$ cat src/rtl/i2c_pkg.sv
// ---------------------------------------------------------------------------
// i2c_pkg
// Shared definitions for the system-clock-synchronous I2C slave:
//   - protocol FSM state encoding
//   - default 7-bit device address
//   - position of the R/W bit in the address byte
//   - fill byte sent when the transmit side has no data
// No ports.
// ---------------------------------------------------------------------------
package i2c_pkg;

  typedef enum logic [2:0] {
    ST_IDLE     = 3'd0,
    ST_ADDR     = 3'd1,
    ST_ADDR_ACK = 3'd2,
    ST_WR       = 3'd3,
    ST_WR_ACK   = 3'd4,
    ST_RD       = 3'd5,
    ST_RD_ACK   = 3'd6,
    ST_WAIT     = 3'd7
  } i2c_state_e;

  localparam logic [6:0] I2C_DEV_ADDR_DEF = 7'h47;
  localparam int         I2C_RW_BIT       = 0;
  localparam logic [7:0] I2C_NACK_FILL    = 8'hFF;
  localparam logic [3:0] I2C_BITS_PER_BYTE = 4'd8;

endpackage

$ cat src/rtl/i2c_line_filter.sv
// ---------------------------------------------------------------------------
// i2c_line_filter
// Synchroniser + glitch filter + edge flags for one I2C line.
// The filtered value follows the synchronised input only after FILTER_LEN
// consecutive identical samples that differ from the current filtered value.
// Edge flags are single-cycle pulses registered together with the filtered
// value, so input-to-flag latency is SYNC_STAGES + FILTER_LEN cycles.
//
// Ports:
//   i_clk    in   system clock
//   i_rst_n  in   synchronous active-low reset (line resets to 1 = idle)
//   i_line   in   raw pad input
//   o_line   out  filtered line level
//   o_rise   out  one-cycle pulse on filtered 0->1
//   o_fall   out  one-cycle pulse on filtered 1->0
// ---------------------------------------------------------------------------
module i2c_line_filter #(
  parameter int SYNC_STAGES = 2,
  parameter int FILTER_LEN  = 3
) (
  input  logic i_clk,
  input  logic i_rst_n,
  input  logic i_line,
  output logic o_line,
  output logic o_rise,
  output logic o_fall
);

  logic [SYNC_STAGES-1:0] r_sync;
  logic [3:0]             r_cnt;
  logic                   r_line;
  logic                   r_rise;
  logic                   r_fall;
  logic                   w_sample;

  assign w_sample = r_sync[SYNC_STAGES-1];

  always_ff @(posedge i_clk) begin
    if (!i_rst_n) begin
      r_sync <= '1;
      r_cnt  <= '0;
      r_line <= 1'b1;
      r_rise <= 1'b0;
      r_fall <= 1'b0;
    end else begin
      r_sync <= {r_sync[SYNC_STAGES-2:0], i_line};
      r_rise <= 1'b0;
      r_fall <= 1'b0;
      if (w_sample == r_line) begin
        r_cnt <= '0;
      end else if (r_cnt == 4'(FILTER_LEN - 1)) begin
        // FILTER_LEN-th consecutive differing sample: accept the change
        r_line <= w_sample;
        r_cnt  <= '0;
        r_rise <= w_sample;
        r_fall <= ~w_sample;
      end else begin
        r_cnt <= r_cnt + 4'd1;
      end
    end
  end

  assign o_line = r_line;
  assign o_rise = r_rise;
  assign o_fall = r_fall;

endmodule

$ cat src/rtl/i2c_slave_sync.sv
// ---------------------------------------------------------------------------
// i2c_slave_sync
// System-clock-synchronous I2C slave with 7-bit address match, master-write
// byte stream (o_rx_*) and master-read byte stream (i_tx_* / o_tx_ready).
// SDA and SCL are filtered by i2c_line_filter; all drive outputs registered.
//
// Optional feature macro: I2C_SLAVE_CLK_STRETCH_EN
//   defined   : SCL is stretched while the RX sink is not ready at the ACK
//               decision, or while no TX byte is available at a TX load.
//   undefined : o_SCL_OE stays 0; RX overflow is NACKed (o_rx_ovf) and TX
//               underrun sends 0xFF (o_tx_underrun).
//
// Ports:
//   i_CLK, i_RST_N          system clock, synchronous active-low reset
//   i_SCL, i_SDA            raw pad inputs
//   o_SDA_OE, o_SCL_OE      open-drain pull-low enables
//   o_rx_data/valid, i_rx_ready, o_rx_ovf        master-write byte stream
//   i_tx_data/valid, o_tx_ready, o_tx_underrun   master-read byte stream
//   o_start, o_stop         START/repeated START, STOP strobes
//   o_busy                  addressed, from match until STOP / repeated START
//
// state    | meaning
// ---------+------------------------------------------------------------
// IDLE     | bus free, waiting for START
// ADDR     | shifting in address + R/W
// ADDR_ACK | driving address ACK
// WR       | shifting in a write byte
// WR_ACK   | ACK/NACK slot after a write byte
// RD       | shifting out a read byte
// RD_ACK   | sampling the master's ACK/NACK
// WAIT     | not addressed or master NACKed: passive until START/STOP
// ---------------------------------------------------------------------------
module i2c_slave_sync
  import i2c_pkg::*;
#(
  parameter logic [6:0] DEV_ADDR    = I2C_DEV_ADDR_DEF,
  parameter int         SYNC_STAGES = 2,
  parameter int         FILTER_LEN  = 3
) (
  input  logic       i_CLK,
  input  logic       i_RST_N,
  input  logic       i_SCL,
  input  logic       i_SDA,
  output logic       o_SDA_OE,
  output logic       o_SCL_OE,
  output logic [7:0] o_rx_data,
  output logic       o_rx_valid,
  input  logic       i_rx_ready,
  output logic       o_rx_ovf,
  input  logic [7:0] i_tx_data,
  input  logic       i_tx_valid,
  output logic       o_tx_ready,
  output logic       o_tx_underrun,
  output logic       o_start,
  output logic       o_stop,
  output logic       o_busy
);

`ifdef I2C_SLAVE_CLK_STRETCH_EN
  localparam logic STRETCH_EN = 1'b1;
`else
  localparam logic STRETCH_EN = 1'b0;
`endif

  logic w_scl, w_scl_rise, w_scl_fall;
  logic w_sda, w_sda_rise, w_sda_fall;
  logic w_start_cond, w_stop_cond;

  i2c_line_filter #(.SYNC_STAGES(SYNC_STAGES), .FILTER_LEN(FILTER_LEN)) u_scl_filt (
    .i_clk   (i_CLK),
    .i_rst_n (i_RST_N),
    .i_line  (i_SCL),
    .o_line  (w_scl),
    .o_rise  (w_scl_rise),
    .o_fall  (w_scl_fall)
  );

  i2c_line_filter #(.SYNC_STAGES(SYNC_STAGES), .FILTER_LEN(FILTER_LEN)) u_sda_filt (
    .i_clk   (i_CLK),
    .i_rst_n (i_RST_N),
    .i_line  (i_SDA),
    .o_line  (w_sda),
    .o_rise  (w_sda_rise),
    .o_fall  (w_sda_fall)
  );

  assign w_start_cond = w_sda_fall & w_scl;
  assign w_stop_cond  = w_sda_rise & w_scl;

  i2c_state_e r_state, w_state_nxt;
  logic [7:0] r_shift, w_shift_nxt;
  logic [3:0] r_bcnt, w_bcnt_nxt;
  logic       r_rw, w_rw_nxt;
  logic       r_sda_oe, w_sda_oe_nxt;
  logic       r_scl_oe, w_scl_oe_nxt;
  logic       r_busy, w_busy_nxt;
  logic [7:0] r_rx_data, w_rx_data_nxt;
  logic       r_rx_valid, w_rx_valid_nxt;
  logic       r_rx_ovf, w_rx_ovf_nxt;
  logic       r_tx_ready, w_tx_ready_nxt;
  logic       r_tx_underrun, w_tx_underrun_nxt;
  logic       r_start, w_start_nxt;
  logic       r_stop, w_stop_nxt;
  logic       r_hold_rx, w_hold_rx_nxt;
  logic       r_hold_tx, w_hold_tx_nxt;
  logic       w_tx_load;

  always_ff @(posedge i_CLK) begin
    if (!i_RST_N) begin
      r_state       <= ST_IDLE;
      r_shift       <= '0;
      r_bcnt        <= '0;
      r_rw          <= 1'b0;
      r_sda_oe      <= 1'b0;
      r_scl_oe      <= 1'b0;
      r_busy        <= 1'b0;
      r_rx_data     <= '0;
      r_rx_valid    <= 1'b0;
      r_rx_ovf      <= 1'b0;
      r_tx_ready    <= 1'b0;
      r_tx_underrun <= 1'b0;
      r_start       <= 1'b0;
      r_stop        <= 1'b0;
      r_hold_rx     <= 1'b0;
      r_hold_tx     <= 1'b0;
    end else begin
      r_state       <= w_state_nxt;
      r_shift       <= w_shift_nxt;
      r_bcnt        <= w_bcnt_nxt;
      r_rw          <= w_rw_nxt;
      r_sda_oe      <= w_sda_oe_nxt;
      r_scl_oe      <= w_scl_oe_nxt;
      r_busy        <= w_busy_nxt;
      r_rx_data     <= w_rx_data_nxt;
      r_rx_valid    <= w_rx_valid_nxt;
      r_rx_ovf      <= w_rx_ovf_nxt;
      r_tx_ready    <= w_tx_ready_nxt;
      r_tx_underrun <= w_tx_underrun_nxt;
      r_start       <= w_start_nxt;
      r_stop        <= w_stop_nxt;
      r_hold_rx     <= w_hold_rx_nxt;
      r_hold_tx     <= w_hold_tx_nxt;
    end
  end

  always_comb begin
    w_state_nxt       = r_state;
    w_shift_nxt       = r_shift;
    w_bcnt_nxt        = r_bcnt;
    w_rw_nxt          = r_rw;
    w_sda_oe_nxt      = r_sda_oe;
    w_scl_oe_nxt      = r_scl_oe;
    w_busy_nxt        = r_busy;
    w_rx_data_nxt     = r_rx_data;
    w_rx_valid_nxt    = 1'b0;
    w_rx_ovf_nxt      = 1'b0;
    w_tx_ready_nxt    = 1'b0;
    w_tx_underrun_nxt = 1'b0;
    w_start_nxt       = 1'b0;
    w_stop_nxt        = 1'b0;
    w_hold_rx_nxt     = r_hold_rx;
    w_hold_tx_nxt     = r_hold_tx;
    w_tx_load         = 1'b0;

    // START/STOP take priority over any bit activity and any stretch
    if (w_start_cond) begin
      w_state_nxt   = ST_ADDR;
      w_bcnt_nxt    = '0;
      w_sda_oe_nxt  = 1'b0;
      w_scl_oe_nxt  = 1'b0;
      w_busy_nxt    = 1'b0;
      w_hold_rx_nxt = 1'b0;
      w_hold_tx_nxt = 1'b0;
      w_start_nxt   = 1'b1;
    end else if (w_stop_cond) begin
      w_state_nxt   = ST_IDLE;
      w_bcnt_nxt    = '0;
      w_sda_oe_nxt  = 1'b0;
      w_scl_oe_nxt  = 1'b0;
      w_busy_nxt    = 1'b0;
      w_hold_rx_nxt = 1'b0;
      w_hold_tx_nxt = 1'b0;
      w_stop_nxt    = 1'b1;
    end else if (r_hold_rx) begin
      if (i_rx_ready) begin
        w_rx_data_nxt  = r_shift;
        w_rx_valid_nxt = 1'b1;
        w_sda_oe_nxt   = 1'b1;
        w_state_nxt    = ST_WR_ACK;
        w_scl_oe_nxt   = 1'b0;
        w_hold_rx_nxt  = 1'b0;
      end
    end else if (r_hold_tx) begin
      if (i_tx_valid) begin
        w_tx_load = 1'b1;
      end
    end else begin
      case (r_state)
        ST_IDLE: ;
        ST_ADDR: begin
          if (w_scl_rise) begin
            w_shift_nxt = {r_shift[6:0], w_sda};
            w_bcnt_nxt  = r_bcnt + 4'd1;
          end else if (w_scl_fall && r_bcnt == I2C_BITS_PER_BYTE) begin
            w_bcnt_nxt = '0;
            w_rw_nxt   = r_shift[I2C_RW_BIT];
            if (r_shift[7:1] == DEV_ADDR) begin
              w_state_nxt  = ST_ADDR_ACK;
              w_sda_oe_nxt = 1'b1;
              w_busy_nxt   = 1'b1;
            end else begin
              w_state_nxt = ST_WAIT;
            end
          end
        end
        ST_ADDR_ACK: begin
          if (w_scl_fall) begin
            w_sda_oe_nxt = 1'b0;
            if (r_rw) begin
              w_tx_load = 1'b1;
            end else begin
              w_state_nxt = ST_WR;
            end
          end
        end
        ST_WR: begin
          if (w_scl_rise) begin
            w_shift_nxt = {r_shift[6:0], w_sda};
            w_bcnt_nxt  = r_bcnt + 4'd1;
          end else if (w_scl_fall && r_bcnt == I2C_BITS_PER_BYTE) begin
            w_bcnt_nxt = '0;
            if (i_rx_ready) begin
              w_rx_data_nxt  = r_shift;
              w_rx_valid_nxt = 1'b1;
              w_sda_oe_nxt   = 1'b1;
              w_state_nxt    = ST_WR_ACK;
            end else if (STRETCH_EN) begin
              w_hold_rx_nxt = 1'b1;
              w_scl_oe_nxt  = 1'b1;
            end else begin
              w_rx_ovf_nxt = 1'b1;
              w_state_nxt  = ST_WR_ACK;
            end
          end
        end
        ST_WR_ACK: begin
          if (w_scl_fall) begin
            w_sda_oe_nxt = 1'b0;
            w_state_nxt  = ST_WR;
          end
        end
        ST_RD: begin
          if (w_scl_fall) begin
            if (r_bcnt == 4'd7) begin
              w_sda_oe_nxt = 1'b0;
              w_bcnt_nxt   = '0;
              w_state_nxt  = ST_RD_ACK;
            end else begin
              w_shift_nxt  = {r_shift[6:0], 1'b0};
              w_sda_oe_nxt = ~r_shift[6];
              w_bcnt_nxt   = r_bcnt + 4'd1;
            end
          end
        end
        ST_RD_ACK: begin
          if (w_scl_rise) begin
            if (w_sda) begin
              w_state_nxt = ST_WAIT;
            end
          end else if (w_scl_fall) begin
            w_tx_load = 1'b1;
          end
        end
        ST_WAIT: ;
        default: w_state_nxt = ST_IDLE;
      endcase
    end

    if (w_tx_load) begin
      if (i_tx_valid) begin
        w_shift_nxt    = i_tx_data;
        w_sda_oe_nxt   = ~i_tx_data[7];
        w_tx_ready_nxt = 1'b1;
        w_state_nxt    = ST_RD;
        w_bcnt_nxt     = '0;
        w_hold_tx_nxt  = 1'b0;
        w_scl_oe_nxt   = 1'b0;
      end else if (STRETCH_EN) begin
        w_hold_tx_nxt = 1'b1;
        w_scl_oe_nxt  = 1'b1;
      end else begin
        w_shift_nxt       = I2C_NACK_FILL;
        w_sda_oe_nxt      = ~I2C_NACK_FILL[7];
        w_tx_underrun_nxt = 1'b1;
        w_state_nxt       = ST_RD;
        w_bcnt_nxt        = '0;
      end
    end
  end

  assign o_SDA_OE      = r_sda_oe;
  assign o_SCL_OE      = r_scl_oe;
  assign o_rx_data     = r_rx_data;
  assign o_rx_valid    = r_rx_valid;
  assign o_rx_ovf      = r_rx_ovf;
  assign o_tx_ready    = r_tx_ready;
  assign o_tx_underrun = r_tx_underrun;
  assign o_start       = r_start;
  assign o_stop        = r_stop;
  assign o_busy        = r_busy;

endmodule

$ cat config.mk
export PLATFORM = sky130hd
export DESIGN_NAME = i2c_slave_sync
export DESIGN_NICKNAME = d
export VERILOG_FILES = /design/src/rtl/i2c_pkg.sv /design/src/rtl/i2c_line_filter.sv /design/src/rtl/i2c_slave_sync.sv
export SDC_FILE = /design/constraint.sdc
export NUM_CORES = 1
export LEC_CHECK = 0
export CAP_MARGIN = 20
export CELL_PAD_IN_SITES_DETAIL_PLACEMENT = 0
export CELL_PAD_IN_SITES_GLOBAL_PLACEMENT = 1
export CORE_ASPECT_RATIO = 2
export CORE_MARGIN = 10
export CORE_UTILIZATION = 40
export CTS_BUF_LIST = sky130_fd_sc_hd__clkbuf_16
export DETAILED_ROUTE_END_ITERATION = 12
export PLACE_DENSITY_LB_ADDON = 0.1
export SETUP_SLACK_MARGIN = 0.4
export SKIP_LAST_GASP = 1
export SLEW_MARGIN = 40
export SYNTH_ARGS = -nofsm -noshare
export SYNTH_HDL_FRONTEND = slang
export SYNTH_SLANG_ARGS = --single-unit
$ cat constraint.sdc
create_clock -name i_CLK -period 2.4 [get_ports i_CLK]
set_input_delay 0.48 -clock i_CLK [delete_from_list [all_inputs] [get_ports i_CLK]]
set_output_delay 0.48 -clock i_CLK [all_outputs]
set_load 0.01 [all_outputs]
# Yosys cells after proc, flatten, opt, wreduce, memory -nomap -nowiden
# Index checks and enable logic that the tools add are counted.
[word_totals]
register_bits = 53
inputBits = 14
out_inout_bits = 17
word_cells = 215
[op_classes]
n_addsub = 3
eq_ne = 51
muxes = 86
bitwise_logic = 18
reduce_logical = 30
[op_table]
columns = ["operator", "n"]
rows = [
  ["$mux W8", 15],
  ["$mux W3", 18],
  ["$mux W1", 44],
  ["$ne A6 B6 Y1 const B", 7],
  ["$ne A6 B5 Y1 const B", 5],
  ["$reduce_and A14 Y1", 2],
  ["$ne A3 B3 Y1 const B", 7],
  ["$ne A3 B2 Y1 const B", 6],
  ["$pmux W3 S6", 1],
  ["$mux W4", 4],
  ["$not A1 Y1", 16],
  ["$pmux W8 S2", 1],
  ["$reduce_or A3 Y1", 5],
  ["$add A4 B1 Y4 const B", 3],
  ["$reduce_and A6 Y1", 2],
  ["$ne A2 B1 Y1 const B", 5],
  ["$ne A5 B4 Y1 const B", 2],
  ["$reduce_bool A10 Y1", 1],
  ["$eq A3 B3 Y1 const B", 3],
  ["$reduce_and A9 Y1", 1],
  ["$eq A4 B2 Y1 const B", 2],
  ["$pmux W4 S2", 1],
  ["$reduce_and A8 Y1", 1],
  ["$reduce_bool A8 Y1", 1],
  ["other kinds (22)", 35],
]

# Longest topological paths before layout
[logic_depth]
word_depth = 10
depth_mapped = 8
depth_no_buf = 7

# Modules after synthesis
# Synthesis repeated with hierarchy kept, for this count alone.
[unflattened]
hier_cells = 294
hier_area_um2 = 2717.6
[by_module_without_submodules]
columns = ["mod", "n_inst", "cells_per_inst", "area_per_inst_um2", "seq_area_each_um2"]
rows = [
  ["i2c_slave_sync", 1, 236, 2052.0, 700.7],
  ["i2c_line_filter", 2, 29, 332.8, 180.2],
]

# Worst setup path before layout
# No wires, ideal clock.
[synth_timing]
kind = "reg-to-reg"
startpoint = "register r_bcnt[0]"
endpoint = "register r_state[0]"
arrival_time_ps = 1880
required_ps = 2277
setup_slack_ps = 397
stages_incl_launch_ff = 8
synth_period_minus_slack_ps = 2003
path_cell_list = "dfxtp_1 -> inv_1 -> ha_1 -> nand4b_1 -> o221a_1 -> and4bb_2 -> or3_1 -> mux2_1"
[synth_via]
elab_chain_cells = 4
elab_cells_between_ends = 7
[synth_lines]
columns = ["item", "line_no", "source"]
rows = [
  ["start, declared", "i2c_slave_sync.sv:92", "logic [3:0] r_bcnt, w_bcnt_nxt;"],
  ["start signal, assigned", "i2c_slave_sync.sv:129", "r_bcnt <= w_bcnt_nxt;"],
  ["$eq A4 B4 Y1", "i2c_slave_sync.sv:204, i2c_slave_sync.sv:230", ""],
  ["$logic_and A1 B1 Y1", "i2c_slave_sync.sv:204, i2c_slave_sync.sv:230", ""],
  ["$ne A6 B6 Y1 (no source line)", "n/a", ""],
  ["$reduce_and A14 Y1 (no source line) *", "n/a", ""],
  ["end signal, assigned", "i2c_slave_sync.sv:127", "r_state <= w_state_nxt;"],
  ["end, declared", "i2c_slave_sync.sv:90", "i2c_state_e r_state, w_state_nxt;"],
]
# Mark *: on every way between the ends. The rest lies on a longest branch, timed or not.
# A chain may end at the register's enable or synchronous reset.

# Worst setup path in the final report
[layout_timing]
startpoint = "register r_state[0]"
endpoint = "register r_state[0]"
[layout_via]
elab_chain_cells = 8
elab_cells_between_ends = 32
[layout_lines]
columns = ["item", "line_no", "source"]
rows = [
  ["$eq A3 B3 Y1 or $eq A3 B2 Y1 (tied branches)", "i2c_slave_sync.sv:198", "case (r_state)"],
  ["$pmux W1 S2", "i2c_slave_sync.sv:198", ""],
  ["$mux W1", "i2c_slave_sync.sv:193", "end else if (r_hold_tx) begin"],
  ["$mux W1", "i2c_slave_sync.sv:184", "end else if (r_hold_rx) begin"],
  ["$mux W1", "i2c_slave_sync.sv:175", "end else if (w_stop_cond) begin"],
  ["$mux W1", "i2c_slave_sync.sv:166", "if (w_start_cond) begin"],
  ["$ne A6 B6 Y1 (no source line), or another cell as far along", "n/a", ""],
  ["$reduce_and A14 Y1 (no source line)", "n/a", ""],
]
# Several ways; a longest one is shown, not always the timed one. The select of a mux whose other input is x is not followed.

==> impl_results.md <==
- Post-CTS Hold Fix Bufs: 0
- Drt first pass iters: 4
- Final hold violations: 0
- Final min period: 2.01 ns
- GR Util met2: 25.5%
- Clock root cell: clkbuf_16
- Fraction of layout cells with a size suffix above 1: 19.6%
- Htree depth: 2
- Pwr/cell area: 796 nW/um^2
- Commonest non-fill, non-tap cell in the layout: dfxtp_1
- Flops & latches, synth: 53
- Setup violators final: 0
- Critical path class: flip-flop to flip-flop
- Met3 GRT Util: 3.39%
- Synthesis-to-finish area growth: 33.6%
- # DRC: 0
- Mapped Area: 2470 um^2
- CTS max path bufs: 2
- Commonest non-fill, non-tap cells in the layout: 45 x dfxtp_1, 33 x nor2_1, 30 x clkdlybuf4s50_1
- Hold WS: 0.412 ns
- # IOs: 31
- Initial antenna violation count: 0
- M1 GR Usage: 13.6%
- Num CTS Buffers: 5
- Worst Skew: 0.00394 ns
- Gp weighted congestion: 0.969
- Start of the worst register-to-register path: r_state[0]$_SDFFE_PN0P_
- Port Buf Inserts: 30
- Die ar.: 9910 um^2
- Grt ovf: 0
- Via density: 5.60
- Setup TNS: 0 ns
- YS warnings: 0
- Crit Reg-Reg Endpoint: r_state[0]$_SDFFE_PN0P_
- Core Area: 6010 um^2
- Max VDD drop: 0.000439 V
- DP Wirelength: 5.09 mm
- Hold crit path type: flip-flop to flip-flop
- CP Launch Type: flip-flop
- First-pass GRT wire length: 11.0 mm
- Crit path DAT: 2.19 ns
- Main synth FF type: dfxtp_1
- CP endpoint kind: flip-flop
- Vias in the first global route: 2275
- Die X: 75.6 um
- CP required: 2.59 ns
- Routed WL per cell: 17.2 um
- FF-to-FF setup slack: 0.39 ns
- Largest net degree at the start of global routing: 28
- Max-slew headroom: 56.7%
- Synth cell types: 56
- Share of flip-flops with an asynchronous set or reset: 0%
- Std-Cell Rows: 40
- DRT Wirelength: 6.79 mm
- Status: finished clean
- Number of DRC markers in iteration 0: 83
- Clock Latency Late Sink: 0.30 ns
- CTS tree: yes
- Static Leak: 1.24 nW
- EDFF count, synth: 0
- Via count: 2206
- Synthesized Nets: 298
- RSZ-0062 raised after global routing: true
- Initial core utilization: 41.1%
- DRT antenna net count: 0
- Sink Count: 53
- Layer with the highest usage: met2
- Die height: 131 um
- Tcrit/Tclk final: 83.6%
- Syn avg cell area: 8.88 um^2
- CTS clk-pin slew, worst paths: 0.07 ns
- Critical Path Start: r_state[0]$_SDFFE_PN0P_
- Max FO, Critical Path: 5
- Gr usage total: 14.5%
- Post-synthesis sequential area ratio: 43.0%
- Final Max Tran Viols: 0
- Worst slew pin tran: 0.642 ns
- Final net count: 350
- R2R cell count: 6
- CP endpoint: r_state[0]$_SDFFE_PN0P_
- # diodes: 0
- Post-Syn Instances: 278
- Maxcap violations: 0
- Max frequency: 498 MHz
## synth_stat cells (all sizes together) (2+ instances only)
cell type	number	share of area (%)
inv	7	1.1
nor3b	6	1.8
a31oi	2	0.51
nor2b	4	1.0
and2	2	0.51
o21ai	15	3.2
buf	6	1.3
or4b	2	0.81
xnor2	4	1.4
or3b	2	0.71
nor4b	3	1.7
and3	3	0.76
mux2i	13	5.3
o22ai	7	1.8
nor3	5	1.0
ha	6	3.0
clkbuf	8	1.2
nor2	33	5.0
o21bai	2	0.61
nor4	4	1.0
xor2	3	1.1
a41oi	2	0.71
a311oi	3	1.1
or3	4	1.0
nand2	25	3.8
nand4b	2	0.71
and4bb	2	1.0
a21oi	14	2.8
nand3	6	1.2
or2	4	1.0
nand2b	8	2.0
dfxtp	53	43
## layer usage
| layer | share of wire, % | vias to the layer above |
|---|---|---|
| li1 | - | 1095 |
| met1 | 35 | 1036 |
| met5 | 0 | - |
| met2 | 55 | 50 |
| met3 | 3.4 | 25 |
| met4 | 6.2 | 0 |
## state kept, by name (all words and copies together), names as in the netlist, 2 cells and up
| name | cells |
|---|---|
| u_sda_filt.r_cnt | 4 |
| r_shift | 8 |
| o_rx_data | 8 |
| u_sda_filt.r_sync | 2 |
| r_bcnt | 4 |
| u_scl_filt.r_cnt | 4 |
| u_scl_filt.r_sync | 2 |
| r_state | 3 |
## critical path, stage by stage (launching register included)
cell and delay, ns:
dfxtp_4 0.36, buf_4 0.14, or2_1 0.25, o21bai_1 0.18, and4bb_2 0.26, or3_4 0.40
mux2_4 0.30
## where the power goes
part / internal (mW) / switching (mW) / leakage [nW]
Combinational: 0.495 / 0.413 / 0.737
Sequential: 0.936 / 0.0775 / 0.433
Clock: 0.380 / 0.325 / 0.0724
Total: 1.81 / 0.816 / 1.24
## worst min path at each step
stage,startpoint,end,cells after the start
floorplan,u_scl_filt.r_sync[0]$_SDFF_PN1_,u_scl_filt.r_sync[1]$_SDFF_PN1_,1
CTS,u_scl_filt.r_sync[0]$_SDFF_PN1_,u_scl_filt.r_sync[1]$_SDFF_PN1_,1
finish,u_scl_filt.r_sync[0]$_SDFF_PN1_,u_scl_filt.r_sync[1]$_SDFF_PN1_,1
global route,u_scl_filt.r_sync[0]$_SDFF_PN1_,u_scl_filt.r_sync[1]$_SDFF_PN1_,1
detailed placement,u_scl_filt.r_sync[0]$_SDFF_PN1_,u_scl_filt.r_sync[1]$_SDFF_PN1_,1
global placement,u_sda_filt.r_sync[0]$_SDFF_PN1_,u_sda_filt.r_sync[1]$_SDFF_PN1_,1
## metrics by stage
| step | setup WS, ns | cells | utilization [%] | total power, mW | instance area (um^2) |
|---|---|---|---|---|---|
| 6_report | 0.394 | 394 | 54.9 | 2.63 | 3300 |
| 4_1_cts | 0.400 | 385 | 52.9 | 2.54 | 3180 |
| 3_5_place_dp | 0.224 | 371 | 48.4 | 1.69 | 2910 |
| 2_1_floorplan | 0.422 | 278 | - | 1.50 | 2470 |
| 3_3_place_gp | 0.260 | 371 | 48.4 | 1.69 | 2910 |
| 5_1_grt | 0.373 | 394 | 54.9 | 2.75 | 3300 |
## logic make-up (layout without fill, tap and decap cells)
kind of cell / after synthesis / in the layout / share of synthesized area [%]
AND/OR/NAND/NOR: 120 / 120 / 26.7
buffers and inverters: 22 / 75 / 3.70
AO/OA/AOI/OAI: 56 / 56 / 15.4
XOR/XNOR: 7 / 7 / 2.48
multiplexers: 14 / 14 / 5.72
flip-flops: 53 / 53 / 43.0
adder cells (fa/ha/maj): 6 / 6 / 3.04
## timing repair
action                     in CTS  in global routing
resized for setup              21                 12
buffers inserted                6                  9
setup endpoints to repair      21                 24
pin swaps                       6                  9
hold endpoints to repair        0                  0
## final cells by class
class	count	area, um^2
multi-input cells	203	1440
flip-flops and latches	53	1080
repair buffers	59	534
fillers	587	2710
clock inverters	3	15.0
well taps	63	78.8
clock buffers	5	125
inverters	8	30.0
Power figures use the tool's default switching activity.
